File: src/rtl/game_pkg.sv
// -----------------------------------------------------------------------------
// game_pkg
// Shared game-wide constants: screen geometry, colour width, the blitter state
// encoding and a small on-screen test helper.
// Ports: none (package).
// -----------------------------------------------------------------------------
package game_pkg;

  localparam int SCREEN_W = 320;
  localparam int SCREEN_H = 240;
  localparam int COLOUR_W = 3;

  // Blitter state encoding, kept as plain constants for legacy tools.
  localparam logic [1:0] ST_IDLE  = 2'd0;
  localparam logic [1:0] ST_SCAN  = 2'd1;
  localparam logic [1:0] ST_FLUSH = 2'd2;
  localparam logic [1:0] ST_DONE  = 2'd3;

  // Full-width sums are compared so that wrapped coordinates never look valid.
  function automatic logic in_screen(input logic [9:0] sx, input logic [8:0] sy);
    return (sx < 10'(SCREEN_W)) && (sy < 9'(SCREEN_H));
  endfunction

endpackage

File: src/rtl/raster_counter.sv
// -----------------------------------------------------------------------------
// raster_counter
// Walks (cx, cy) over a rectangle in raster order, cx fastest, from (0,0) to
// (w_last, h_last). Holds at the final position once reached.
// Ports:
//   clock, resetn  : clock, asynchronous active-low reset
//   start          : restart the walk at (0,0) on the next edge
//   step           : advance one position on the next edge
//   w_last, h_last : last column / last row index
//   cx, cy         : current position
//   last           : current position is (w_last, h_last)
// -----------------------------------------------------------------------------
module raster_counter (
  input  logic       clock,
  input  logic       resetn,
  input  logic       start,
  input  logic       step,
  input  logic [5:0] w_last,
  input  logic [5:0] h_last,
  output logic [5:0] cx,
  output logic [5:0] cy,
  output logic       last
);

  logic [5:0] cx_q, cx_d;
  logic [5:0] cy_q, cy_d;

  assign last = (cx_q == w_last) && (cy_q == h_last);
  assign cx   = cx_q;
  assign cy   = cy_q;

  always_comb begin
    cx_d = cx_q;
    cy_d = cy_q;
    if (start) begin
      cx_d = '0;
      cy_d = '0;
    end else if (step && !last) begin
      if (cx_q == w_last) begin
        cx_d = '0;
        cy_d = cy_q + 6'd1;
      end else begin
        cx_d = cx_q + 6'd1;
      end
    end
  end

  always_ff @(posedge clock or negedge resetn) begin
    if (!resetn) begin
      cx_q <= '0;
      cy_q <= '0;
    end else begin
      cx_q <= cx_d;
      cy_q <= cy_d;
    end
  end

endmodule

File: src/rtl/sprite_blitter.sv
// -----------------------------------------------------------------------------
// sprite_blitter
// Copies a sprite rectangle from a 1-cycle-latency ROM to a VGA write port, or
// fills the rectangle with COLOUR_BG (erase). Pixels off the 320x240 screen are
// clipped (plot=0) without changing timing.
// Optional feature: define SPRITE_BLITTER_TRANSPARENT_EN to suppress plotting
// of non-erase pixels whose ROM colour equals TRANSPARENT_KEY.
// Handshake: req is sampled only in IDLE; the accepting edge latches x0, y0,
// w_last, h_last and erase. busy is high from then until the done pulse
// (inclusive); req is ignored while busy. done is high for exactly one cycle.
// Ports:
//   clock, resetn            : clock, asynchronous active-low reset
//   req, erase               : draw request, erase select
//   x0, y0, w_last, h_last   : rectangle origin and last col/row index
//   rom_x, rom_y, rom_colour : sprite ROM address out, data in (1-cycle later)
//   x, y, colour, plot       : VGA adapter write port
//   busy, done               : status
//   state_dbg                : current FSM state (debug)
// -----------------------------------------------------------------------------
module sprite_blitter
  import game_pkg::*;
#(
  parameter logic [COLOUR_W-1:0] COLOUR_BG       = 3'b000,
  parameter logic [COLOUR_W-1:0] TRANSPARENT_KEY = 3'b111
) (
  input  logic                clock,
  input  logic                resetn,
  input  logic                req,
  input  logic                erase,
  input  logic [8:0]          x0,
  input  logic [7:0]          y0,
  input  logic [5:0]          w_last,
  input  logic [5:0]          h_last,
  output logic [5:0]          rom_x,
  output logic [5:0]          rom_y,
  input  logic [COLOUR_W-1:0] rom_colour,
  output logic [8:0]          x,
  output logic [7:0]          y,
  output logic [COLOUR_W-1:0] colour,
  output logic                plot,
  output logic                busy,
  output logic                done,
  output logic [1:0]          state_dbg
);

  logic [1:0] state_q, state_d;
  logic       accept;
  logic       last;

  // Latched request
  logic [8:0] x0_q;
  logic [7:0] y0_q;
  logic [5:0] w_q, h_q;
  logic       erase_q;

  // Stage 1: screen coordinates of the address issued last cycle
  logic       v1_q;
  logic [9:0] sx1_q;
  logic [8:0] sy1_q;
  logic       on1_q;

  // Stage 2: registered write port
  logic                plot_q;
  logic [8:0]          x_q;
  logic [7:0]          y_q;
  logic [COLOUR_W-1:0] colour_q;

  logic key_hit;
  logic draw;

  assign accept    = (state_q == ST_IDLE) && req;
  assign busy      = (state_q != ST_IDLE);
  assign done      = (state_q == ST_DONE);
  assign state_dbg = state_q;

  raster_counter u_raster (
    .clock  (clock),
    .resetn (resetn),
    .start  (accept),
    .step   (state_q == ST_SCAN),
    .w_last (w_q),
    .h_last (h_q),
    .cx     (rom_x),
    .cy     (rom_y),
    .last   (last)
  );

  // FLUSH waits until stage 1 has drained, so DONE starts with plot back at 0.
  always_comb begin
    state_d = state_q;
    case (state_q)
      ST_IDLE:  if (req)   state_d = ST_SCAN;
      ST_SCAN:  if (last)  state_d = ST_FLUSH;
      ST_FLUSH: if (!v1_q) state_d = ST_DONE;
      default:             state_d = ST_IDLE;
    endcase
  end

`ifdef SPRITE_BLITTER_TRANSPARENT_EN
  assign key_hit = !erase_q && (rom_colour == TRANSPARENT_KEY);
`else
  // Comparison kept only so the key parameter stays referenced; always false.
  assign key_hit = (rom_colour == TRANSPARENT_KEY) & 1'b0;
`endif

  assign draw = v1_q && on1_q && !key_hit;

  always_ff @(posedge clock or negedge resetn) begin
    if (!resetn) begin
      state_q  <= ST_IDLE;
      x0_q     <= '0;
      y0_q     <= '0;
      w_q      <= '0;
      h_q      <= '0;
      erase_q  <= 1'b0;
      v1_q     <= 1'b0;
      sx1_q    <= '0;
      sy1_q    <= '0;
      on1_q    <= 1'b0;
      plot_q   <= 1'b0;
      x_q      <= '0;
      y_q      <= '0;
      colour_q <= '0;
    end else begin
      state_q <= state_d;
      if (accept) begin
        x0_q    <= x0;
        y0_q    <= y0;
        w_q     <= w_last;
        h_q     <= h_last;
        erase_q <= erase;
      end
      v1_q   <= (state_q == ST_SCAN);
      sx1_q  <= {1'b0, x0_q} + {4'b0, rom_x};
      sy1_q  <= {1'b0, y0_q} + {3'b0, rom_y};
      on1_q  <= in_screen({1'b0, x0_q} + {4'b0, rom_x}, {1'b0, y0_q} + {3'b0, rom_y});
      plot_q <= draw;
      // Write port holds its last values whenever nothing is plotted.
      if (draw) begin
        x_q      <= sx1_q[8:0];
        y_q      <= sy1_q[7:0];
        colour_q <= erase_q ? COLOUR_BG : rom_colour;
      end
    end
  end

  assign plot   = plot_q;
  assign x      = x_q;
  assign y      = y_q;
  assign colour = colour_q;

endmodule

File: config.mk
export PLATFORM = sky130hd
export DESIGN_NAME = sprite_blitter
export DESIGN_NICKNAME = d
export VERILOG_FILES = /design/src/rtl/game_pkg.sv /design/src/rtl/raster_counter.sv /design/src/rtl/sprite_blitter.sv
export SDC_FILE = /design/constraint.sdc
export NUM_CORES = 1
export LEC_CHECK = 0
export CORE_ASPECT_RATIO = 0.6
export CORE_MARGIN = 2
export CORE_UTILIZATION = 47
export CTS_CLUSTER_SIZE = 30
export DETAILED_ROUTE_END_ITERATION = 12
export PLACE_DENSITY_LB_ADDON = 0.05
export SLEW_MARGIN = 30
export SYNTH_ARGS = -nofsm -noshare
export SYNTH_HDL_FRONTEND = slang
export SYNTH_HIERARCHICAL = 1
export SYNTH_SLANG_ARGS = --single-unit
File: constraint.sdc
create_clock -name clock -period 2 [get_ports clock]
set_input_delay 0.5 -clock clock [delete_from_list [all_inputs] [get_ports clock]]
set_output_delay 0.5 -clock clock [all_outputs]
set_load 0.05 [all_outputs]
==> results of run 1 <==
[what timing repair did]
| action | CTS | global route |
|---|---|---|
| endpoints found under the setup margin | 2 | 9 |
| setup buffers | 3 | 1 |
| pin swaps | 7 | 4 |
| hold buffers | 0 | 0 |
| resized for setup | 8 | 13 |
[path summary, 6_finish.rpt]
path | cells past startpoint | slack, ns | from | to
max in group asynchronous | 2 | 1.34 | resetn | x[7]$_DFFE_PN0P_
worst min-delay path | 1 | 0.09 | resetn | u_raster/cy[3]$_DFFE_PN0P_
min in group clock | 2 | 0.47 | colour[0]$_DFFE_PN0P_ | colour[0]$_DFFE_PN0P_
worst max-delay path | 7 | -0.04 | u_raster/cx[0]$_DFFE_PN0P_ | on1_q$_DFF_PN0_
worst min register to register | 2 | 0.47 | colour[0]$_DFFE_PN0P_ | colour[0]$_DFFE_PN0P_
worst max register to register | 7 | -0.04 | u_raster/cx[0]$_DFFE_PN0P_ | on1_q$_DFF_PN0_
[layer usage]
metal / up-vias / GRT usage [%]
li1: 1381 / -
met1: 1402 / 30.9
met2: 73 / 29.8
met3: 13 / 6.14
met4: 0 / 7.32
met5: - / 0
[registers in the layout, summed over array words and instances, names as in the netlist]
| signal | cells |
|---|---|
| sx1_q | 9 |
| x0_q | 9 |
| x | 9 |
| sy1_q | 8 |
| y0_q | 8 |
| y | 8 |
| h_q | 6 |
| u_raster/cx | 6 |
| u_raster/cy | 6 |
| w_q | 6 |
| colour | 3 |
| state_dbg | 2 |
| erase_q | 1 |
| on1_q | 1 |
| plot | 1 |
| v1_q | 1 |
[cell families (layout without fill, tap and decap cells)]
family	after synthesis	in the layout	synth area share (%)
flip-flops	84	84	52.4
buffers and inverters	18	122	1.69
AO/OA/AOI/OAI	55	55	9.77
AND/OR/NAND/NOR	80	80	10.7
multiplexers	50	50	14.0
adder cells (fa/ha/maj)	20	20	6.62
XOR/XNOR	22	22	4.81
[final cells by class]
class	instances	area (um2)	area share, %
clock buffers	10	229	4.17
clock inverters	6	88.8	1.62
flip-flops and latches	84	2130	38.7
multi-input cells	227	2020	36.7
inverters	10	37.5	0.683
repair buffers	96	852	15.5
well taps	112	140	2.55
[cells in the final DEF (no fill, tap or decap), drive strengths merged, types with 9 or more instances in the layout]
| master | synthesis | final |
|---|---|---|
| clkdlybuf4s50 | 0 | 34 |
| inv | 10 | 10 |
| nand2 | 22 | 22 |
| ha | 18 | 18 |
| a21oi | 9 | 9 |
| dfrtp | 84 | 84 |
| nand3 | 9 | 9 |
| nor2 | 9 | 9 |
| xnor2 | 19 | 19 |
| clkbuf | 8 | 10 |
| buf | 0 | 57 |
| mux2 | 48 | 48 |
| o21ai | 14 | 14 |
[report_power, final]
group / leakage, nW / internal [mW] / total [mW] / switching, mW
Sequential: 0.986 / 2.53 / 3.14 / 0.609
Clock: 0.149 / 1.09 / 1.76 / 0.665
Combinational: 1.32 / 2.17 / 4.86 / 2.69
[worst max-delay path, delay by kind of cell (launching register included)]
family | cells | cell delay [ns]
adders and majority gates | 2 | 0.59
DFF | 1 | 0.50
and+or+nand+nor | 1 | 0.16
AOI/OAI and AO/OA | 4 | 0.67
==> results.md, run 1 <==
| Parameter | This run | Unit |
| --- | --- | --- |
| Design Area, Final | 5490 | um2 |
| GRT Residual Overflow | 0 | - |
| Cell total after placement | 525 | - |
| Sequential area share after synthesis | 52.4 | % |
| Number of nets produced by synthesis | 385 | - |
| Syn_area_per_cell | 12.2 | um2 |
| Starting utilization of the core area | 47.8 | % |
| Classification of the worst-slack hold path | in2async | - |
| Top routing layer in use | met4 | - |
| Worst Path Class, Setup | reg2reg | - |
| Slew at the pin closest to its max-slew limit | 0.528 | ns |
| Non-filler instance count after layout | 545 | - |
| Number of storage elements in the synthesis netlist | 84 | - |
| Library cell with the highest instance count after synthesis | dfrtp_1 | - |
| Maximum vdd drop | 0.000874 | V |
| Fin. max-slew vios | 0 | - |
| NumNets Final | 484 | - |
| Number of DRC markers in iteration 0 | 135 | - |
| Area inside the core boundary | 8390 | um2 |
| Pleak | 2.45 | nW |
| Horizontal die dimension | 123 | um |
| Total clock buffers created by CTS | 9 | - |
| Share of post-route cells with drive strength above 1 | 39.3 | % |
| Final total power | 9.76 | mW |
| Primary FF master, synth | dfrtp_1 | - |
| Met2 WL | 3860 | um |
| Number of max-cap violations | 0 | - |
| Wire length on met1 | 4580 | um |
| Vias in the first global route | 2,785 | - |
| Run status | complete, but fails checks | - |
| First-pass GRT wire length | 14,400 | um |
| Number of enable flip-flop cells after synthesis | 0 | - |
| Die boundary height | 75.5 | um |
| Violations in the final reports | negative setup slack | - |
| Distinct cell type count after synthesis | 48 | - |
| Clock root buffer | clkbuf_16 | - |
| Maximum single-stage delay on the critical path | 0.50 | ns |
| Clock Tree Buf Depth | 2 | - |
| Placement-stage cell area | 5060 | um2 |
| Synth top area cells | dfrtp_1 (52%), mux2_2 (13%), ha_1 (5.6%) | - |
| Final hold violation count | 0 | - |
| Area enclosed by the die boundary | 9310 | um2 |
| Final-report setup violation count | 1 | - |
| IO Count | 73 | - |
| Unrepaired setup endpoints after global routing | yes | - |
| Final worst hold slack | 0.0925 | ns |
| Number of inserted filler cells in the final layout | 662 | - |
| Netlist area before placement | 4010 | um2 |
| Arrival time at the worst endpoint | 2.26 | ns |
| FMAX | 490 | MHz |
| Port Buffers | 72 | - |
| GR Util All Layers | 21.0 | % |
| Most common library cells after synthesis | dfrtp_1 (84), mux2_2 (48), nand2_1 (22) | - |
| Post-DP HPWL | 6570 | um |
| CTS tree | done | - |
| Critical-path maximum fanout | 3 | - |
| Crit path launch type | register | - |
| CTS sink cnt | 84 | - |
| Number of H-tree levels | 3 | - |
| Number of antenna-violating nets in the routed design | 0 | - |
| Crit path max-delay cell type | dfrtp_4 | - |
| Worst Setup Slack, final | -0.0425 | ns |
| Portion of synthesized cell area occupied by the leading cell type | 52.4 | % |
| Clock transition time at the flip-flop clock pins of the worst setup and hold paths | 0.06 | ns |
| Cell type with the highest occurrence count on the critical path | a211oi_2 | - |
| Per-cell routed wire length | 16.5 | um |
| Routed via count | 2,869 | - |
| Row cnt | 26 | - |
| Final TNS setup | -0.0425 | ns |
| Critical path data required time | 2.22 | ns |
| Period utilization | 102 | % |
| Slew HR | 64.7 | % |
| Routed wire length | 9000 | um |
| Power Dens Cells | 1780 | nW/um2 |
| Critical path capture point type | register | - |
| Crit-path cells | ha_4 -> fa_2 -> a211oi_2 -> o21ai_2 -> and2_4 -> a311oi_2 -> a211oi_2 | - |
| Area growth syn-to-layout | 37.0 | % |
| Pin count of the biggest net entering global routing | 39 | - |
| DRC violation count after routing | 0 | - |
| Average vias per placed instance | 5.26 | - |
| Final core utilization | 65.4 | % |
| Synthesized netlist cell count | 329 | - |
| Count of synthesis-stage warnings from yosys | 6 | - |
| First-pass iteration count of the detailed router | 4 | - |
| Worst setup timing slack at the placement stage | -0.0958 | ns |
| Number of antenna violations at the first check in global routing | 0 | - |
| Min Clock Period, post-route | 2.04 | ns |
| Antenna Cells | 0 | - |
| Source-to-sink clock delay at the later pin of the worst-skew pair | 0.34 | ns |
| Most area-hungry cell type in the Yosys netlist | dfrtp_1 | - |
| Final Skew | 0.00402 | ns |
| Routed length on met3 | 424 | um |
| Final GP Congestion | 0.806 | - |
| Fraction of registers with async set/reset | 100 | % |
(Power assumes the default switching activity.)
==> run 2, diff against run 1 <==
--- a/config.mk
+++ b/config.mk
@@ -7,12 +7,11 @@
 export LEC_CHECK = 0
 export CORE_ASPECT_RATIO = 0.6
 export CORE_MARGIN = 2
-export CORE_UTILIZATION = 47
+export CORE_UTILIZATION = 48
 export CTS_CLUSTER_SIZE = 30
 export DETAILED_ROUTE_END_ITERATION = 12
-export PLACE_DENSITY_LB_ADDON = 0.05
+export PLACE_DENSITY_LB_ADDON = 0.2
 export SLEW_MARGIN = 30
 export SYNTH_ARGS = -nofsm -noshare
 export SYNTH_HDL_FRONTEND = slang
-export SYNTH_HIERARCHICAL = 1
 export SYNTH_SLANG_ARGS = --single-unit
==> run 2 against run 1 <==
  * The run still ends with negative setup slack left
  * Clock-buffer cell count rose by 2
  * Sequential share of layout area fell by 2.0 points
  * Cell count rose by 16%
  * Critical path depth grew 1
  * Core utilization grew 2.5 points
  * Global-route usage grew 0.92 points
  * Maximum frequency is 2.4% lower
==> results.md, run 2 <==
| Parameter | This run | Unit |
| --- | --- | --- |
| Most area-hungry cell type in the Yosys netlist | dfrtp_1 | - |
| Number of max-cap violations | 0 | - |
| Average vias per placed instance | 5.22 | - |
| Wire length on met1 | 4810 | um |
| Worst setup endpoint | on1_q$_DFF_PN0_ | - |
| Post-DP HPWL | 7230 | um |
| Routed via count | 3,287 | - |
| Worst setup timing slack at the placement stage | -0.156 | ns |
| Routed wire length | 9930 | um |
| Routed length on met3 | 426 | um |
| FMAX | 478 | MHz |
| Sequential area share after synthesis | 50.4 | % |
| Synthesized netlist cell count | 398 | - |
| CTS sink cnt | 84 | - |
| Slew HR | 66.6 | % |
| Worst Setup Slack, final | -0.0924 | ns |
| NumNets Final | 569 | - |
| Number of nets produced by synthesis | 454 | - |
| Library cell with the highest instance count after synthesis | nand2_1 | - |
| Syn_area_per_cell | 10.5 | um2 |
| Final hold violation count | 0 | - |
| Maximum vdd drop | 0.00115 | V |
| Number of antenna violations at the first check in global routing | 0 | - |
| Classification of the worst-slack hold path | in2async | - |
| Met2 WL | 4560 | um |
| First-pass GRT wire length | 16,600 | um |
| Final-report setup violation count | 1 | - |
| Placement-stage cell area | 5280 | um2 |
| Primary FF master, synth | dfrtp_1 | - |
| GRT Residual Overflow | 0 | - |
| Power Dens Cells | 1770 | nW/um2 |
| GR Util All Layers | 21.9 | % |
| Final TNS setup | -0.0924 | ns |
| Final GP Congestion | 0.880 | - |
| Slew at the pin closest to its max-slew limit | 0.500 | ns |
| Starting utilization of the core area | 49.1 | % |
| Violations in the final reports | negative setup slack | - |
| Period utilization | 105 | % |
| Distinct cell type count after synthesis | 62 | - |
| Critical path data required time | 2.25 | ns |
| Clock transition time at the flip-flop clock pins of the worst setup and hold paths | 0.06 | ns |
| Most common cell after layout, fill and taps aside | nand2_1 | - |
| Startpoint of the worst-slack reg-to-reg timing path | x0_q[0]$_DFFE_PN0P_ | - |
| Number of H-tree levels | 3 | - |
| Most common library cells after synthesis | nand2_1 (104), dfrtp_1 (84), xnor2_1 (20) | - |
| Top library cells by usage in the layout, fill and taps aside | nand2_1 (104), dfrtp_1 (71), buf_4 (69) | - |
| Vias in the first global route | 3,333 | - |
| Fin. max-slew vios | 0 | - |
| Clock Tree Buf Depth | 2 | - |
| Arrival time at the worst endpoint | 2.34 | ns |
| Share of post-route cells with drive strength above 1 | 30.1 | % |
| Critical path capture point type | register | - |
| Antenna Cells | 0 | - |
| Final core utilization | 67.9 | % |
| Total clock buffers created by CTS | 9 | - |
| Netlist area before placement | 4170 | um2 |
| Per-cell routed wire length | 15.8 | um |
| Design Area, Final | 5770 | um2 |
| Number of enable flip-flop cells after synthesis | 0 | - |
| Final total power | 10.2 | mW |
| Crit path launch type | register | - |
| Crit path launch | x0_q[0]$_DFFE_PN0P_ | - |
| Pin count of the biggest net entering global routing | 42 | - |
| Row cnt | 26 | - |
| Number of antenna-violating nets in the routed design | 0 | - |
| Clock root buffer | clkbuf_16 | - |
| Slack of the worst reg-to-reg path | -0.09 | ns |
| Unrepaired setup endpoints after global routing | yes | - |
| Reg-to-reg critical path endpoint | on1_q$_DFF_PN0_ | - |
| IO Count | 73 | - |
| Top routing layer in use | met4 | - |
| Portion of synthesized cell area occupied by the leading cell type | 50.4 | % |
| Port Buffers | 72 | - |
| Source-to-sink clock delay at the later pin of the worst-skew pair | 0.34 | ns |
| Worst r2r path cells | 8 | - |
| Critical-path maximum fanout | 2 | - |
| Run status | complete, but fails checks | - |
| Area inside the core boundary | 8490 | um2 |
| Number of hold buffers added after cts | 0 | - |
| Area growth syn-to-layout | 38.2 | % |
| Die boundary height | 76.2 | um |
| Worst Path Class, Setup | reg2reg | - |
| Min Clock Period, post-route | 2.09 | ns |
| Number of DRC markers in iteration 0 | 160 | - |
| Final Skew | 0.00636 | ns |
| Number of storage elements in the synthesis netlist | 84 | - |
| Count of synthesis-stage warnings from yosys | 0 | - |
| Area enclosed by the die boundary | 9480 | um2 |
| Pleak | 2.75 | nW |
| Synth top area cells | dfrtp_1 (50%), nand2_1 (9.4%), ha_1 (5.4%) | - |
| Horizontal die dimension | 124 | um |
| CTS tree | done | - |
| Fraction of registers with async set/reset | 100 | % |
| First-pass iteration count of the detailed router | 4 | - |
| DRC violation count after routing | 0 | - |
-- run 2: per-layer routing --
| layer | global-route usage (%) | up-vias |
|---|---|---|
| met2 | 33.3 | 76 |
| met5 | 0 | - |
| li1 | - | 1603 |
| met3 | 6.25 | 12 |
| met4 | 6.52 | 0 |
| met1 | 30.9 | 1596 |
-- run 2: worst max-delay path, cell delays in order, from the launching register on --
cell      delay [ns]
dfrtp_1         0.41
ha_4            0.18
fa_2            0.37
a211oi_4        0.25
buf_4           0.15
nor3_1          0.05
buf_4           0.15
a31oi_1         0.15
nor4bb_4        0.30
-- run 2: cells by family (layout without fill, tap and decap cells) --
family          count (synthesis)  in the layout  synth area share [%]
buf+inv                        26            146                  2.55
mux                            22             22                  5.91
fa+ha+maj                      20             20                  6.36
xor+xnor                       23             23                  5.46
flops                          84             84                  50.4
compound gates                 68             68                  12.4
simple gates                  155            155                  17.0
-- run 2: layout make-up --
type,instances,area [um2]
fillers,648,2730
inverters,15,60.1
repair buffers,115,1010
multi-input cells,288,2110
flip-flops and latches,84,2120
clock buffers,12,246
well taps,112,140
clock inverters,4,72.6
-- run 2: timing repair --
item / in CTS / in global routing
pin swaps: 3 / 6
hold endpoints to repair: 0 / 0
endpoints found under the setup margin: 1 / 16
buffers inserted: 2 / 2
gates resized for setup: 0 / 26
-- run 2: how the worst min path moves through the flow --
stage | endpoint | cells past startpoint
final | sy1_q[0]$_DFF_PN0_ | 1
after global routing | y[0]$_DFFE_PN0P_ | 1
after CTS | sy1_q[1]$_DFF_PN0_ | 1
after detailed placement | sy1_q[1]$_DFF_PN0_ | 1
after global placement | y[1]$_DFFE_PN0P_ | 1
after floorplan | colour[0]$_DFFE_PN0P_ | 0
-- run 2: report_power, final --
group          leakage [nW]  internal (mW)  switching (mW)  total, mW
clock network         0.153           1.13           0.644       1.77
registers              1.02           2.49           0.526       3.02
logic                  1.58           2.33            3.11       5.43
-- run 2: stage by stage --
| step | hold WS, ns | std cells |
|---|---|---|
| floorplan | 0.204 | 398 |
| global placement | 0.442 | 610 |
| detailed placement | 0.453 | 610 |
| CTS | 0.0938 | 628 |
| global route | 0.110 | 630 |
| finish | 0.0871 | 630 |
